===== src/rtl/axi_burst_wr_slave.sv =====
// Write-only AXI3 burst responder: one outstanding burst, FIXED/INCR, stores beats in a word memory.
// Optional AXI_BURST_WR_SLAVE_WSTRB_EN enables per-byte-lane strobe writes.
module axi_burst_wr_slave #(
    parameter int                    DATA_WIDTH = 32,
    parameter int                    ADDR_WIDTH = 64,
    parameter int                    DEPTH      = 16,
    parameter logic [ADDR_WIDTH-1:0] BASE_ADDR  = '0
) (
    input  logic                     clk,
    input  logic                     areset,
    input  logic [3:0]               awid_i,
    input  logic [ADDR_WIDTH-1:0]    awaddr_i,
    input  logic [3:0]               awlen_i,
    input  logic [2:0]               awsize_i,
    input  logic [1:0]               awburst_i,
    input  logic                     awvalid_i,
    output logic                     awready_o,
    input  logic [3:0]               wid_i,
    input  logic [DATA_WIDTH-1:0]    wdata_i,
    input  logic [DATA_WIDTH/8-1:0]  wstrb_i,
    input  logic                     wlast_i,
    input  logic                     wvalid_i,
    output logic                     wready_o,
    output logic [3:0]               bid_o,
    output logic [1:0]               bresp_o,
    output logic                     bvalid_o,
    input  logic                     bready_i,
    input  logic [$clog2(DEPTH)-1:0] mem_raddr_i,
    output logic [DATA_WIDTH-1:0]    mem_rdata_o,
    output logic [15:0]              burst_cnt_o
);
    localparam int NB    = DATA_WIDTH / 8;
    localparam int LOG2B = $clog2(NB);
    localparam int IW    = $clog2(DEPTH);

    typedef enum logic [1:0] {IDLE, DATA, RESP} state_t;

    state_t                  state;
    logic [3:0]              id_q, len_q, cnt_q;
    logic [ADDR_WIDTH-1:0]   addr_q;
    logic                    incr_q, slverr_q, decerr_q;
    logic [DATA_WIDTH-1:0]   mem [DEPTH];

    logic [ADDR_WIDTH-1:0]   idx;
    logic                    in_range, beat, last, slv_nxt, dec_nxt, we;

    always_comb begin
        idx      = ((addr_q - BASE_ADDR) >> LOG2B) + (incr_q ? ADDR_WIDTH'(cnt_q) : '0);
        // addr below BASE wraps the subtraction, so it must be rejected explicitly
        in_range = (addr_q >= BASE_ADDR) && (idx < ADDR_WIDTH'(DEPTH));
        beat     = (state == DATA) && wvalid_i && wready_o;
        last     = (cnt_q == len_q);
        slv_nxt  = slverr_q || (wid_i != id_q) || (wlast_i != last);
        dec_nxt  = decerr_q || !in_range;
        we       = beat && in_range && !slv_nxt;
    end

    always_ff @(posedge clk or negedge areset) begin
        if (!areset) begin
            state       <= IDLE;
            awready_o   <= 1'b0;
            wready_o    <= 1'b0;
            bvalid_o    <= 1'b0;
            bid_o       <= '0;
            bresp_o     <= '0;
            burst_cnt_o <= '0;
            id_q        <= '0;
            len_q       <= '0;
            cnt_q       <= '0;
            addr_q      <= '0;
            incr_q      <= 1'b0;
            slverr_q    <= 1'b0;
            decerr_q    <= 1'b0;
        end else begin
            case (state)
                IDLE: begin
                    awready_o <= 1'b1;
                    if (awvalid_i && awready_o) begin
                        id_q      <= awid_i;
                        addr_q    <= awaddr_i;
                        len_q     <= awlen_i;
                        incr_q    <= (awburst_i == 2'b01);
                        cnt_q     <= '0;
                        // burst/size errors known up front: no beat of the burst may write
                        slverr_q  <= awburst_i[1] || (awsize_i != 3'(LOG2B));
                        decerr_q  <= 1'b0;
                        awready_o <= 1'b0;
                        wready_o  <= 1'b1;
                        state     <= DATA;
                    end
                end
                DATA: begin
                    if (beat) begin
                        cnt_q    <= cnt_q + 4'd1;
                        slverr_q <= slv_nxt;
                        decerr_q <= dec_nxt;
                        if (last) begin
                            wready_o <= 1'b0;
                            bvalid_o <= 1'b1;
                            bid_o    <= id_q;
                            bresp_o  <= dec_nxt ? 2'b11 : (slv_nxt ? 2'b10 : 2'b00);
                            state    <= RESP;
                        end
                    end
                end
                RESP: begin
                    if (bready_i) begin
                        bvalid_o  <= 1'b0;
                        awready_o <= 1'b1;
                        if (bresp_o == 2'b00) burst_cnt_o <= burst_cnt_o + 16'd1;
                        state     <= IDLE;
                    end
                end
                default: state <= IDLE;
            endcase
        end
    end

`ifdef AXI_BURST_WR_SLAVE_WSTRB_EN
    always_ff @(posedge clk) begin
        for (int b = 0; b < NB; b++)
            if (we && wstrb_i[b]) mem[idx[IW-1:0]][b*8 +: 8] <= wdata_i[b*8 +: 8];
    end
`else
    logic unused_wstrb;
    assign unused_wstrb = ^wstrb_i;

    always_ff @(posedge clk) begin
        if (we) mem[idx[IW-1:0]] <= wdata_i;
    end
`endif

    always_ff @(posedge clk or negedge areset) begin
        if (!areset) mem_rdata_o <= '0;
        else         mem_rdata_o <= mem[mem_raddr_i];
    end

endmodule


===== config.mk =====
export PLATFORM = sky130hd
export DESIGN_NAME = axi_burst_wr_slave
export DESIGN_NICKNAME = d
export VERILOG_FILES = /design/src/rtl/axi_burst_wr_slave.sv
export SDC_FILE = /design/constraint.sdc
export NUM_CORES = 1
export LEC_CHECK = 0
export ABC_CLOCK_PERIOD_IN_PS = 8700
export BUFFER_PORTS_ARGS = -buffer_cell sky130_fd_sc_hd__buf_2
export CAP_MARGIN = 20
export CORE_MARGIN = 2
export CORE_UTILIZATION = 59
export CTS_CLUSTER_DIAMETER = 30
export DETAILED_ROUTE_END_ITERATION = 16
export PLACE_DENSITY = 0.78
export SYNTH_ARGS = -nofsm -noshare
export SYNTH_HDL_FRONTEND = slang
export SYNTH_SLANG_ARGS = --single-unit

===== constraint.sdc =====
create_clock -name clk -period 8.7 [get_ports clk]
set_input_delay 0.435 -clock clk [delete_from_list [all_inputs] [get_ports clk]]
set_output_delay 0.435 -clock clk [all_outputs]
set_load 0.05 [all_outputs]

==> Word level (Yosys, flattened, before mapping) <==
Memories as Yosys holds them, arrays and structs flattened. A register that Yosys moved wholly into a read port is not among the register bits.
Index checks and enable logic that the tools add are counted.
{ "classes": {"n_addsub": 3, "reduce_logical": 26, "n_lt_le_gt_ge": 2, "mux": 30, "n_eq_ne": 11} }
{ "ops": {"columns": ["operator", "n"], "rows": [
  [">= comparator 64 x 1 -> 1 bit (second input constant)", 1],
  ["adder 62 x 4 -> 63 bit", 1],
  ["less-than comparator 63 x 5 -> 1 bit (second input constant)", 1],
  ["adder 16 x 1 -> 16 bit (second input constant)", 1],
  ["two-way mux 1 bit", 14],
  ["two-way mux 2 bit", 6],
  ["two-way mux 4 bit", 3],
  ["AND reduction 4 bit", 3],
  ["one-hot mux 1 bit (2 select lines)", 5],
  ["AND reduction 3 bit", 3],
  ["inequality test 2 bit (second input constant)", 4],
  ["one-hot mux 4 bit (2 select lines)", 1],
  ["logical AND 1 bit", 6],
  ["one-hot mux 2 bit (3 select lines)", 1],
  ["nonzero test 2 bit", 3],
  ["adder 4 x 1 -> 4 bit (second input constant)", 1],
  ["equality test 2 x 1 -> 1 bit (second input constant)", 2],
  ["equality test 4 bit", 1],
  ["logical NOT 2 bit", 2],
  ["logical OR 1 bit", 4],
  ["inequality test 4 bit", 1],
  ["AND reduction 2 bit", 2],
  ["logical NOT 1 bit", 3],
  ["inequality test 3 x 2 -> 1 bit (second input constant)", 1],
  ["other kinds (2)", 2]
]} }
{ "totals": {"ram_bits": 512, "reg_bits": 106, "input_bits": 127, "out_inout_bits": 57, "mem_count": 1} }
{ "mem_list": {"columns": ["memory", "words", "width", "rd", "rd_clocked_by_memory_dff", "wr", "line", "rtl"], "rows": [
  ["mem", 16, 32, 1, 1, 1, "42", "logic [DATA_WIDTH-1:0] mem [DEPTH];"]
]} }

==> Depth between registers and ports, before layout <==
Gate-level depths: netlist (run 1).
{ "depth": {"word_depth": 8, "depth_mapped": 15, "mapped_depth_nobuf": 12} }

==> Worst setup path after synthesis (run 1) <==
Ideal clock, no wire load.
{ "synth_timing": {"kind": "reg2reg", "start": "register cnt_q[0]", "end": "memory mem[10][0], enable pin", "stages_incl_launch_ff": 14, "path_slack_ns": 2.013, "t_arrival_ns": 6.185, "required_ns": 8.198, "path_cell_list": "dfrtp_1 and2_1 ha_1 inv_1 fa_1 nor2b_1 o21a_1 clkbuf_1 nand3_1 o31a_1 a211o_1 nor4_4 nand4_1 nor4_1"} }
{ "synth_between": {"elab_chain_cells": 8} }
{ "synth_lines": {"columns": ["item", "line", "rtl"], "rows": [
  ["from (decl)", "39", "logic [3:0] id_q, len_q, cnt_q;"],
  ["from (signal assigned)", "94", "cnt_q <= cnt_q + 4'd1;"],
  ["two-way mux 4 bit", "48", "idx = ((addr_q - BASE_ADDR) >> LOG2B) + (incr_q ? ADDR_WIDTH'(cnt_q) : '0);"],
  ["adder 62 x 4 -> 63 bit", "48", null],
  ["less-than comparator 63 x 5 -> 1 bit", "50", "in_range = (addr_q >= BASE_ADDR) && (idx < ADDR_WIDTH'(DEPTH));"],
  ["logical AND 1 bit", "50", null],
  ["logical AND 1 bit (2 in series)", "55", "we = beat && in_range && !slv_nxt;"],
  ["two-way mux 1 bit", "129", "if (we) mem[idx[IW-1:0]] <= wdata_i;"],
  ["two-way mux 1 bit (not written as such)", "129", null],
  ["to (decl)", "42", null]
]} }
Several ways; a longest one is shown, not always the timed one.

==> Worst setup path after layout (run 1) <==
{ "layout_timing": {"start": "register cnt_q[0]", "end": "memory mem[1][29], enable pin"} }
The elaborated chain is that of the path after synthesis.

==> flow_summary.json, run 1 <==
{
  "status": "finished clean",
  "synth.distinct_cells": 63,
  "cts_tree": "yes",
  "path_cells": "and2_1, ha_1, inv_1, fa_1, nor2b_1, o21a_1, o2111ai_1, a211oi_1, nand2_1, a221oi_1, nand4_1, nor3_2, buf_4",
  "wl_per_cell_um": 27.3,
  "p_comb_share_pct": 11.4,
  "max_stage_delay_ns": 0.95,
  "cp_slowest_cell": "a221oi_1",
  "drt_iter0_drc": 2011,
  "hpwlAfterDp_um": 32800,
  "hold_start": "awaddr_i[17]",
  "die_width_um": 214,
  "crit_path_start": "cnt_q[0]",
  "p_seq_share_pct": 40.4,
  "finalCriticalPeriod_ns": 5.66,
  "synth.top_cell.area_share_pct": 59.2,
  "cts.sinks": 648,
  "grt_usage_pct": 30.4,
  "grt_overflow": 0,
  "p_sw_share_pct": 27.7,
  "grt_max_degree": 81,
  "coreArea_sq_mm": 0.0433,
  "crit_type": "reg -> reg",
  "syn_area_sq_mm": 0.0259,
  "die_h_um": 214,
  "power.share.clock_pct": 48.3,
  "clkSlewWorstSetupHoldPaths_ns": 0.05,
  "clock_skew_ns": 0.0555,
  "switchingPower_mw": 2.63,
  "grt_pass1_wl_um": 100000,
  "rows": 76,
  "synth_edf_count": 512,
  "finalHoldViolations": 0,
  "p_leak_nw": 11.6,
  "ys_ff_latch": 648,
  "max_freq_mhz": 177,
  "route.detailed.drc": 0,
  "hp-class": "in -> reg",
  "cp_data_arrival_time_ns": 5.94,
  "mappedNetlistNets": 1603,
  "antenna_found_initial": 6,
  "required_ns": 8.97,
  "setup_violations": 0,
  "yosys_most_used_dff": "edfxtp_1",
  "irDropWorstVdd_mv": 0.253,
  "syn_inst": 1469,
  "fill_cells": 2383,
  "clockBufferDepth": 3,
  "post-route-period-util_pct": 65.1,
  "fin_tns_setup_ns": 0,
  "die-area_sq_mm": 0.0457,
  "io_pins": 184,
  "htree_levels": 3,
  "synth_area_leader_cell": "edfxtp_1",
  "whs_ns": 0.0142,
  "critical_path.startpoint_type": "flop",
  "antenna_left": 0,
  "cts_buffers": 113,
  "slew_headroom_pct": 20.1,
  "grt_pass1_vias": 16200,
  "p_int_mw": 6.87,
  "synth_area_per_cell_sq_um": 17.7,
  "r2r_start": "cnt_q[0]",
  "routed_wl_um": 67100,
  "rsz0062_at_grt": "no",
  "io_buffers": 177,
  "ys_warn_count": 0,
  "drive_gt1_share_pct": 31.7,
  "yosys-top-cells-area": "edfxtp_1, mux4_2, dfrtp_1",
  "initial_utilization_pct": 60.0,
  "syn2layout_area_growth_pct": 23.7,
  "synthArstFlopShare_pct": 21.0,
  "place.gp.congestion": 0.895,
  "cts_setup_buffers": 0,
  "vias": 15400,
  "yosysSeqAreaShare_pct": 72.4,
  "p_per_area_mw_per_mm2": 296,
  "drv_cap": 0,
  "synth_commonest_cells": "edfxtp_1, nand2_1, mux4_2",
  "end_kind": "flop",
  "nNetsFinal": 1903,
  "tightest_slew_ns": 1.20,
  "post-synth-top-count-cell": "edfxtp_1",
  "worstPathMaxFanout": 25,
  "drv_slew": 0,
  "root_buffer": "clkbuf_16",
  "utilization_pct": 74.2,
  "clock_latency_ns": 0.68,
  "first_pass_iters": 5,
  "vias_per_cell": 6.28
}
## metrics by stage
stage	setup slack [ns]	cells	total power [mW]	instance area, sq um
floorplan	2.01	1469	4.55	25900
finish	3.04	2459	9.50	32100
CTS	2.91	2454	9.52	32100
global placement	3.09	2194	4.86	27600
detailed placement	3.06	2194	4.90	27600
global route	2.64	2458	9.82	32100
## area by class of cell
cell class	count	area (sq um)	share of cell area, %
Inverter	13	48.8	0.152
Antenna cell	4	10.0	0.0312
Sequential cell	648	18800	58.5
Clock buffer	129	2930	9.12
Clock inverter	87	1080	3.35
Tap cell	585	732	2.28
Timing Repair Buffer	249	1550	4.84
Multi-Input combinational cell	744	6970	21.7
## cells by family after synthesis
logic type | Yosys count | share of synthesized area, %
compound gates | 79 | 2.14
flops | 648 | 72.4
xor+xnor | 44 | 1.49
simple gates | 445 | 8.24
fa+ha+maj | 7 | 0.366
buf+inv | 77 | 1.13
mux | 169 | 14.3
## worst paths after layout
| path | cells after the start | slack [ns] | endpoint |
|---|---|---|---|
| min in group asynchronous | 2 | 0.38 | addr_q[50] |
| worst min-delay path | 3 | 0.01 | addr_q[17] |
| worst min register to register | 1 | 0.47 | burst_cnt_o[15] |
| max in group asynchronous | 3 | 6.87 | mem_rdata_o[9] |
| worst max register to register | 13 | 3.04 | mem[1][29] |
| worst max-delay path | 13 | 3.04 | mem[1][29] |
## critical path: cells and delay by family, from the launching register on
| kind | cells | cell delay (ns) |
|---|---|---|
| AO/OA/AOI/OAI | 4 | 1.83 |
| AND/OR/NAND/NOR | 5 | 1.76 |
| adder cells (fa/ha/maj) | 2 | 0.63 |
| buffers and inverters | 2 | 0.61 |
| flip-flops | 1 | 0.44 |
## cell usage in the layout, fill, tap and decap left out, drive strengths merged, types with 15 or more instances in the layout
master / netlist / final
nor2: 28 / 28
dlygate4sd3: 0 / 44
nand4: 28 / 28
nand3: 33 / 33
bufinv: 0 / 15
dfrtp: 136 / 136
o21ai: 21 / 21
nand2: 238 / 238
xnor2: 27 / 27
nor4: 23 / 23
buf: 18 / 204
inv: 13 / 35
edfxtp: 512 / 512
nor3: 30 / 30
clkinv: 0 / 40
xor2: 17 / 17
mux4: 160 / 160
clkbuf: 46 / 130
## power groups by stage
stage	combinational [mW]	sequential, mW	clock, mW
6_report	1.08	3.83	4.59
5_1_grt	1.18	3.86	4.78
4_1_cts	1.07	3.82	4.63
3_5_place_dp	1.03	3.87	0
3_3_place_gp	0.996	3.86	0
2_1_floorplan	0.648	3.90	0
## flip-flops by register name (all words and copies together) (netlist names)
| register | cells |
|---|---|
| awready_o | 1 |
| bvalid_o | 1 |
| burst_cnt_o | 16 |
| slverr_q | 1 |
| id_q | 4 |
| incr_q | 1 |
| cnt_q | 4 |
| wready_o | 1 |
| state | 2 |
| addr_q | 62 |
| mem_rdata_o | 32 |
| decerr_q | 1 |
| len_q | 4 |
| bid_o | 4 |
| bresp_o | 2 |
| mem | 512 |
## metal layers
| layer | vias up | share of wire [%] | track usage, % |
|---|---|---|---|
| met2 | 885 | 51 | 50.8 |
| li1 | 6445 | - | - |
| met1 | 7955 | 38 | 39.8 |
| met5 | - | 0.040 | 0 |
| met4 | 4 | 2.9 | 11.6 |
| met3 | 156 | 8.1 | 6.61 |
## timing repair
action                    4_1_cts  5_1_grt
resized for setup               0        0
hold buffers                   44        0
hold endpoints to repair      116        0
(Power assumes the default switching activity.)
==> inputs of run 2 (changes only) <==
- ABC_CLOCK_PERIOD_IN_PS: 8700 -> 5000
- CORE_UTILIZATION: 59 -> 54
- PLACE_DENSITY: 0.78 -> 0.75
- clock period: 8.7 -> 5 ns (I/O delays scaled with it)
==> run 2 against run 1 <==
Effect of this change:
- sequential share of layout area fell by 1.4 points
- combinational power is 84% higher
- total power is 69% higher
- flip-flop and latch count unchanged
- global-route usage decreased by 3.1 points
- critical path depth is the same
- cell count increased by 3.7%
- via count increased by 0.76%
- hold slack better by 0.031 ns
- non-clock buffer count increased by 77
- design area is 2.4% higher
- wire length decreased by 1.6%
- critical path type unchanged
- largest power group unchanged
- highest routed layer is now met4
==> flow_summary.json, run 2 (synthesis results as in run 1) <==
{
  "status": "finished clean",
  "grt_usage_pct": 27.4,
  "p_leak_nw": 12.0,
  "cp_slowest_cell": "or4_2",
  "root_buffer": "clkbuf_16",
  "post-route-period-util_pct": 93.9,
  "die_h_um": 223,
  "final_cell_mix": "edfxtp_1, nand2_1, buf_2",
  "vias_per_cell": 6.10,
  "critical-path-top-delay-family": "simple AND/OR/NAND/NOR gates",
  "reg2reg_depth": 13,
  "nNetsFinal": 1973,
  "drv_slew": 0,
  "cpMostUsedCell": "buf_4",
  "cts.sinks": 648,
  "r2r_end": "mem[15][7]",
  "clock_skew_ns": 0.0442,
  "htree_levels": 3,
  "slew_headroom_pct": 22.7,
  "largest_register_ffs": 512,
  "die-area_sq_mm": 0.0498,
  "clock_latency_ns": 0.67,
  "wl_per_cell_um": 25.9,
  "io_pins": 184,
  "first_pass_iters": 7,
  "total_power_mw": 16.1,
  "min_path_cells": 5,
  "worst-path-buf-inv": 3,
  "path_cells": "and2_1, ha_1, inv_1, fa_1, nor2b_1, o21a_1, nand2_1, o31ai_1, nand4_1, or4_2, buf_4, nor3_4, buf_4",
  "final_common_cell": "edfxtp_1",
  "grt_overflow": 0,
  "drive_gt1_share_pct": 30.2,
  "drv_cap": 0,
  "syn2layout_area_growth_pct": 26.7,
  "cp_data_arrival_time_ns": 4.99,
  "worstPathMaxFanout": 19,
  "worst-r2r-setup-slack_ns": 0.31,
  "max_stage_delay_ns": 0.71,
  "crit_type": "reg -> reg",
  "hp-class": "in -> reg",
  "clockBufferDepth": 3,
  "hpwlAfterDp_um": 33600,
  "grt_pass1_vias": 16300,
  "finalCriticalPeriod_ns": 4.69,
  "route.detailed.drc": 0,
  "end_kind": "flop",
  "placement.cell_area_sq_mm": 0.0280,
  "finalNonFillerCells": 2550,
  "rsz0062_at_grt": "no",
  "required_ns": 5.29,
  "vias": 15600,
  "place.gp.congestion": 0.893,
  "fin_tns_setup_ns": 0,
  "antenna_left": 0,
  "clkSlewWorstSetupHoldPaths_ns": 0.05,
  "whs_ns": 0.0453,
  "fill_cells": 2836,
  "grt_max_degree": 79,
  "critical_path.startpoint_type": "flop",
  "rows": 80,
  "coreArea_sq_mm": 0.0475,
  "hold_start": "awsize_i[0]",
  "drt_iter0_drc": 1495,
  "tightest_slew_ns": 1.16,
  "placedCellCount": 2234,
  "io_buffers": 177,
  "cts_tree": "yes",
  "grt_pass1_wl_um": 100000,
  "antenna_found_initial": 3,
  "cts_buffers": 106,
  "p_per_area_mw_per_mm2": 490,
  "setup_violations": 0,
  "die_width_um": 223,
  "routed_wl_um": 66100,
  "min_to": "slverr_q",
  "r2r_start": "cnt_q[0]",
  "initial_utilization_pct": 54.6,
  "irDropWorstVdd_mv": 0.345,
  "max_freq_mhz": 213,
  "finalHoldViolations": 0,
  "final_cell_area_sq_mm": 0.0329
}
run 2: cell count changes in the layout (fill, tap and decap cells not counted), sizes merged:
| cell | delta |
|---|---|
| clkinvlp | +1 |
| clkbuf | -9 |
| dlygate4sd3 | +67 |
| diode | -1 |
| buf | +10 |
| inv | -12 |
| clkinv | +5 |
run 2: through the flow:
stage               util, %  setup slack [ns]
finish                 69.1             0.305
global route           69.1            0.0220
CTS                    69.1             0.291
detailed placement     59.0             0.345
global placement       59.0             0.398
floorplan                 -            -0.428
run 2: worst max path at each step:
stage	startpoint	end	slack (ns)	cells after the start
after floorplan	cnt_q[0]	mem[2][0]	-0.43	13
after global placement	cnt_q[0]	mem[14][18]	0.40	14
after detailed placement	cnt_q[0]	mem[14][18]	0.34	14
after CTS	cnt_q[0]	mem[14][28]	0.29	14
after global routing	cnt_q[0]	mem[6][2]	0.02	14
final	cnt_q[0]	mem[15][7]	0.31	13
run 2: area by class of cell:
type	count	area (sq um)	share of cell area, %
multi-input combinational	744	7080	21.5
antenna	3	7.51	0.0228
clock inverter	81	966	2.94
sequential	648	18800	57.1
clock buffer	120	2750	8.35
timing repair buffer	326	2480	7.54
inverter	13	48.8	0.148
tap	615	769	2.34
run 2: where the power goes:
part	switching (mW)	internal, mW	leakage, nW
clock	2.67	4.76	1.78
sequential	0.482	6.18	6.28
combinational	1.23	0.765	3.93
run 2: metal layers:
layer / global-route usage, % / wire (um) / vias to the layer above
met5: 0 / 0 / -
met4: 11.2 / 2490 / 0
met3: 5.14 / 4660 / 167
met2: 45.8 / 33500 / 814
met1: 35.8 / 25400 / 7983
li1: - / - / 6599
run 2: repair_timing:
item / in CTS / in global routing
hold buffers: 111 / 0
endpoints found under the hold margin: 623 / 0
buffers inserted: 0 / 1
resized for setup: 0 / 1
endpoints found under the setup margin: 0 / 142
run 2: worst min-delay path, cell delays in order:
cell and delay [ns]:
buf_2 0.07, nor4b_1 0.05, nand2_1 0.07, o21ai_0 0.08, o21ai_0 0.14
==> inputs of run 3 (changes only) <==
- CELL_PAD_IN_SITES_DETAIL_PLACEMENT: default -> 1
- CELL_PAD_IN_SITES_GLOBAL_PLACEMENT: default -> 2
- CORE_UTILIZATION: 54 -> 41
- PLACE_DENSITY: 0.75 -> default
- PLACE_DENSITY_LB_ADDON: default -> 0.1
==> run 3 against run 2 <==
Effect of this change:
- utilization decreased by 15 points
- sequential power about the same
- via count decreased by 3.1%
- count of clock-buffer cells in the layout increased by 51
- die area increased by 31%
- flip-flop and latch count unchanged
- design area increased by 4.4%
- combinational power about the same
- critical path type unchanged
- critical endpoint is now mem[2][25]
==> flow_summary.json, run 3 (synthesis results as in run 1) <==
{
  "route.detailed.drc": 0,
  "wl_per_cell_um": 23.6,
  "rows": 92,
  "clock_latency_ns": 0.71,
  "drv_slew": 0,
  "total_power_mw": 17.8,
  "io_pins": 184,
  "io_buffers": 177,
  "finalCriticalPeriod_ns": 4.67,
  "hp-class": "in -> reg",
  "end_kind": "flop",
  "postCtsResizedCells": 0,
  "hold_start": "awvalid_i",
  "reg2reg_depth": 14,
  "clockBufferDepth": 3,
  "antenna_found_initial": 2,
  "worst-r2r-setup-slack_ns": 0.33,
  "finalNonFillerCells": 2840,
  "placement.cell_area_sq_mm": 0.0285,
  "finalHoldViolations": 0,
  "multiInputGateArea_sq_mm": 0.00708,
  "vias": 15100,
  "irDropWorstVdd_mv": 0.338,
  "initial_utilization_pct": 41.3,
  "cp_data_arrival_time_ns": 5.06,
  "syn2layout_area_growth_pct": 32.2,
  "die_h_um": 256,
  "routed_wl_um": 67000,
  "cts_buffers": 136,
  "fill_cells": 5780,
  "antenna_left": 0,
  "regArea_sq_mm": 0.0188,
  "r2r_start": "cnt_q[0]",
  "htree_levels": 4,
  "cts_tree": "yes",
  "nNetsFinal": 2012,
  "final_common_cell": "edfxtp_1",
  "first_pass_iters": 4,
  "root_buffer": "clkbuf_16",
  "drive_gt1_share_pct": 31.7,
  "grt_pass1_wl_um": 104000,
  "final_cell_area_sq_mm": 0.0343,
  "grt_usage_pct": 21.3,
  "tightest_slew_ns": 1.01,
  "critical_path.startpoint_type": "flop",
  "grt_overflow": 0,
  "required_ns": 5.39,
  "setup_violations": 0,
  "r2r_end": "mem[2][25]",
  "crit_type": "reg -> reg",
  "place.gp.congestion": 0.803,
  "die-area_sq_mm": 0.0653,
  "final_cell_mix": "edfxtp_1, nand2_1, buf_2",
  "rsz0062_at_grt": "no",
  "post-route-period-util_pct": 93.4,
  "status": "finished clean",
  "grt_max_degree": 92,
  "cts-hold-fix-buffers": 111,
  "slew_headroom_pct": 32.9,
  "worstPathMaxFanout": 25,
  "hpwlAfterDp_um": 38000,
  "coreArea_sq_mm": 0.0629,
  "clkSlewWorstSetupHoldPaths_ns": 0.05,
  "die_width_um": 256,
  "cts_setup_buffers": 0,
  "drt_iter0_drc": 910,
  "min_to": "id_q[1]",
  "p_leak_nw": 12.6,
  "vias_per_cell": 5.31,
  "grt_pass1_vias": 16700,
  "utilization_pct": 54.6,
  "cts.sinks": 648,
  "largest_register_ffs": 512,
  "min_path_cells": 4,
  "p_per_area_mw_per_mm2": 520,
  "clock_skew_ns": 0.0356,
  "drv_cap": 0,
  "max_freq_mhz": 214,
  "placedCellCount": 2475
}
[run 3: cell count changes in the layout (fill, tap and decap cells not counted)]
cell / before / now
inv_6: 9 / 5
bufinv_16: 15 / 19
clkbuf_1: 11 / 21
clkinvlp_4: 11 / 8
clkbuf_16: 107 / 139
clkinv_4: 5 / 3
clkinv_8: 1 / 2
clkinv_16: 4 / 2
inv_16: 1 / 4
clkinv_2: 18 / 20
clkbuf_8: 3 / 12
buf_12: 14 / 18
buf_4: 24 / 29
[run 3: worst max path at each step]
| stage | start | endpoint | slack [ns] | cells after the start |
|---|---|---|---|---|
| global route | cnt_q[0] | mem[2][25] | 0.02 | 14 |
| CTS | cnt_q[0] | mem[2][25] | 0.30 | 14 |
| global placement | cnt_q[0] | mem[2][24] | 0.32 | 14 |
| floorplan | cnt_q[0] | mem[2][0] | -0.43 | 13 |
| detailed placement | cnt_q[0] | mem[2][25] | 0.34 | 14 |
| finish | cnt_q[0] | mem[2][25] | 0.33 | 14 |
[run 3: worst max-delay path, cell delays in order (launching register included)]
cell       delay, ns
dfrtp_1         0.44
and2_1          0.16
ha_1            0.16
inv_1           0.05
fa_1            0.43
nor2b_1         0.23
o21a_1          0.22
o2111ai_1       0.31
o31a_1          0.40
nor4_1          0.28
nand4_1         0.14
or4_2           0.64
buf_12          0.22
nor4_4          0.37
buf_12          0.29
[run 3: per-stage QoR]
| stage | TNS (ns) | hold WS (ns) | worst slack [ns] |
|---|---|---|---|
| final | 0 | 0.0373 | 0.329 |
| after detailed placement | 0 | 0.195 | 0.336 |
| after global routing | 0 | 0.0392 | 0.0228 |
| after CTS | 0 | 0.00797 | 0.299 |
| after floorplan | -24.55 | -0.0456 | -0.428 |
| after global placement | 0 | 0.191 | 0.318 |
[run 3: metal layers]
layer,share of wire (%),routed length [um],GRT usage (%)
met2,49,33000,34.8
met4,1.8,1190,6.99
met3,4.8,3240,4.34
met5,0,0,0
met1,44,29600,28.9
[run 3: layout make-up]
class / instances / share of cell area (%)
repair buffers: 335 / 7.57
flip-flops and latches: 648 / 54.7
multi-input cells: 744 / 20.6
clock inverters: 80 / 3.02
clock buffers: 171 / 10.8
well taps: 846 / 3.08
inverters: 13 / 0.142
diodes: 3 / 0.0219
[run 3: where the power goes]
part           switching, mW  internal (mW)  total (mW)
registers              0.486           6.19        6.68
clock network           2.93           6.24        9.17
logic                   1.23          0.755        1.98
total                   4.65           13.2        17.8
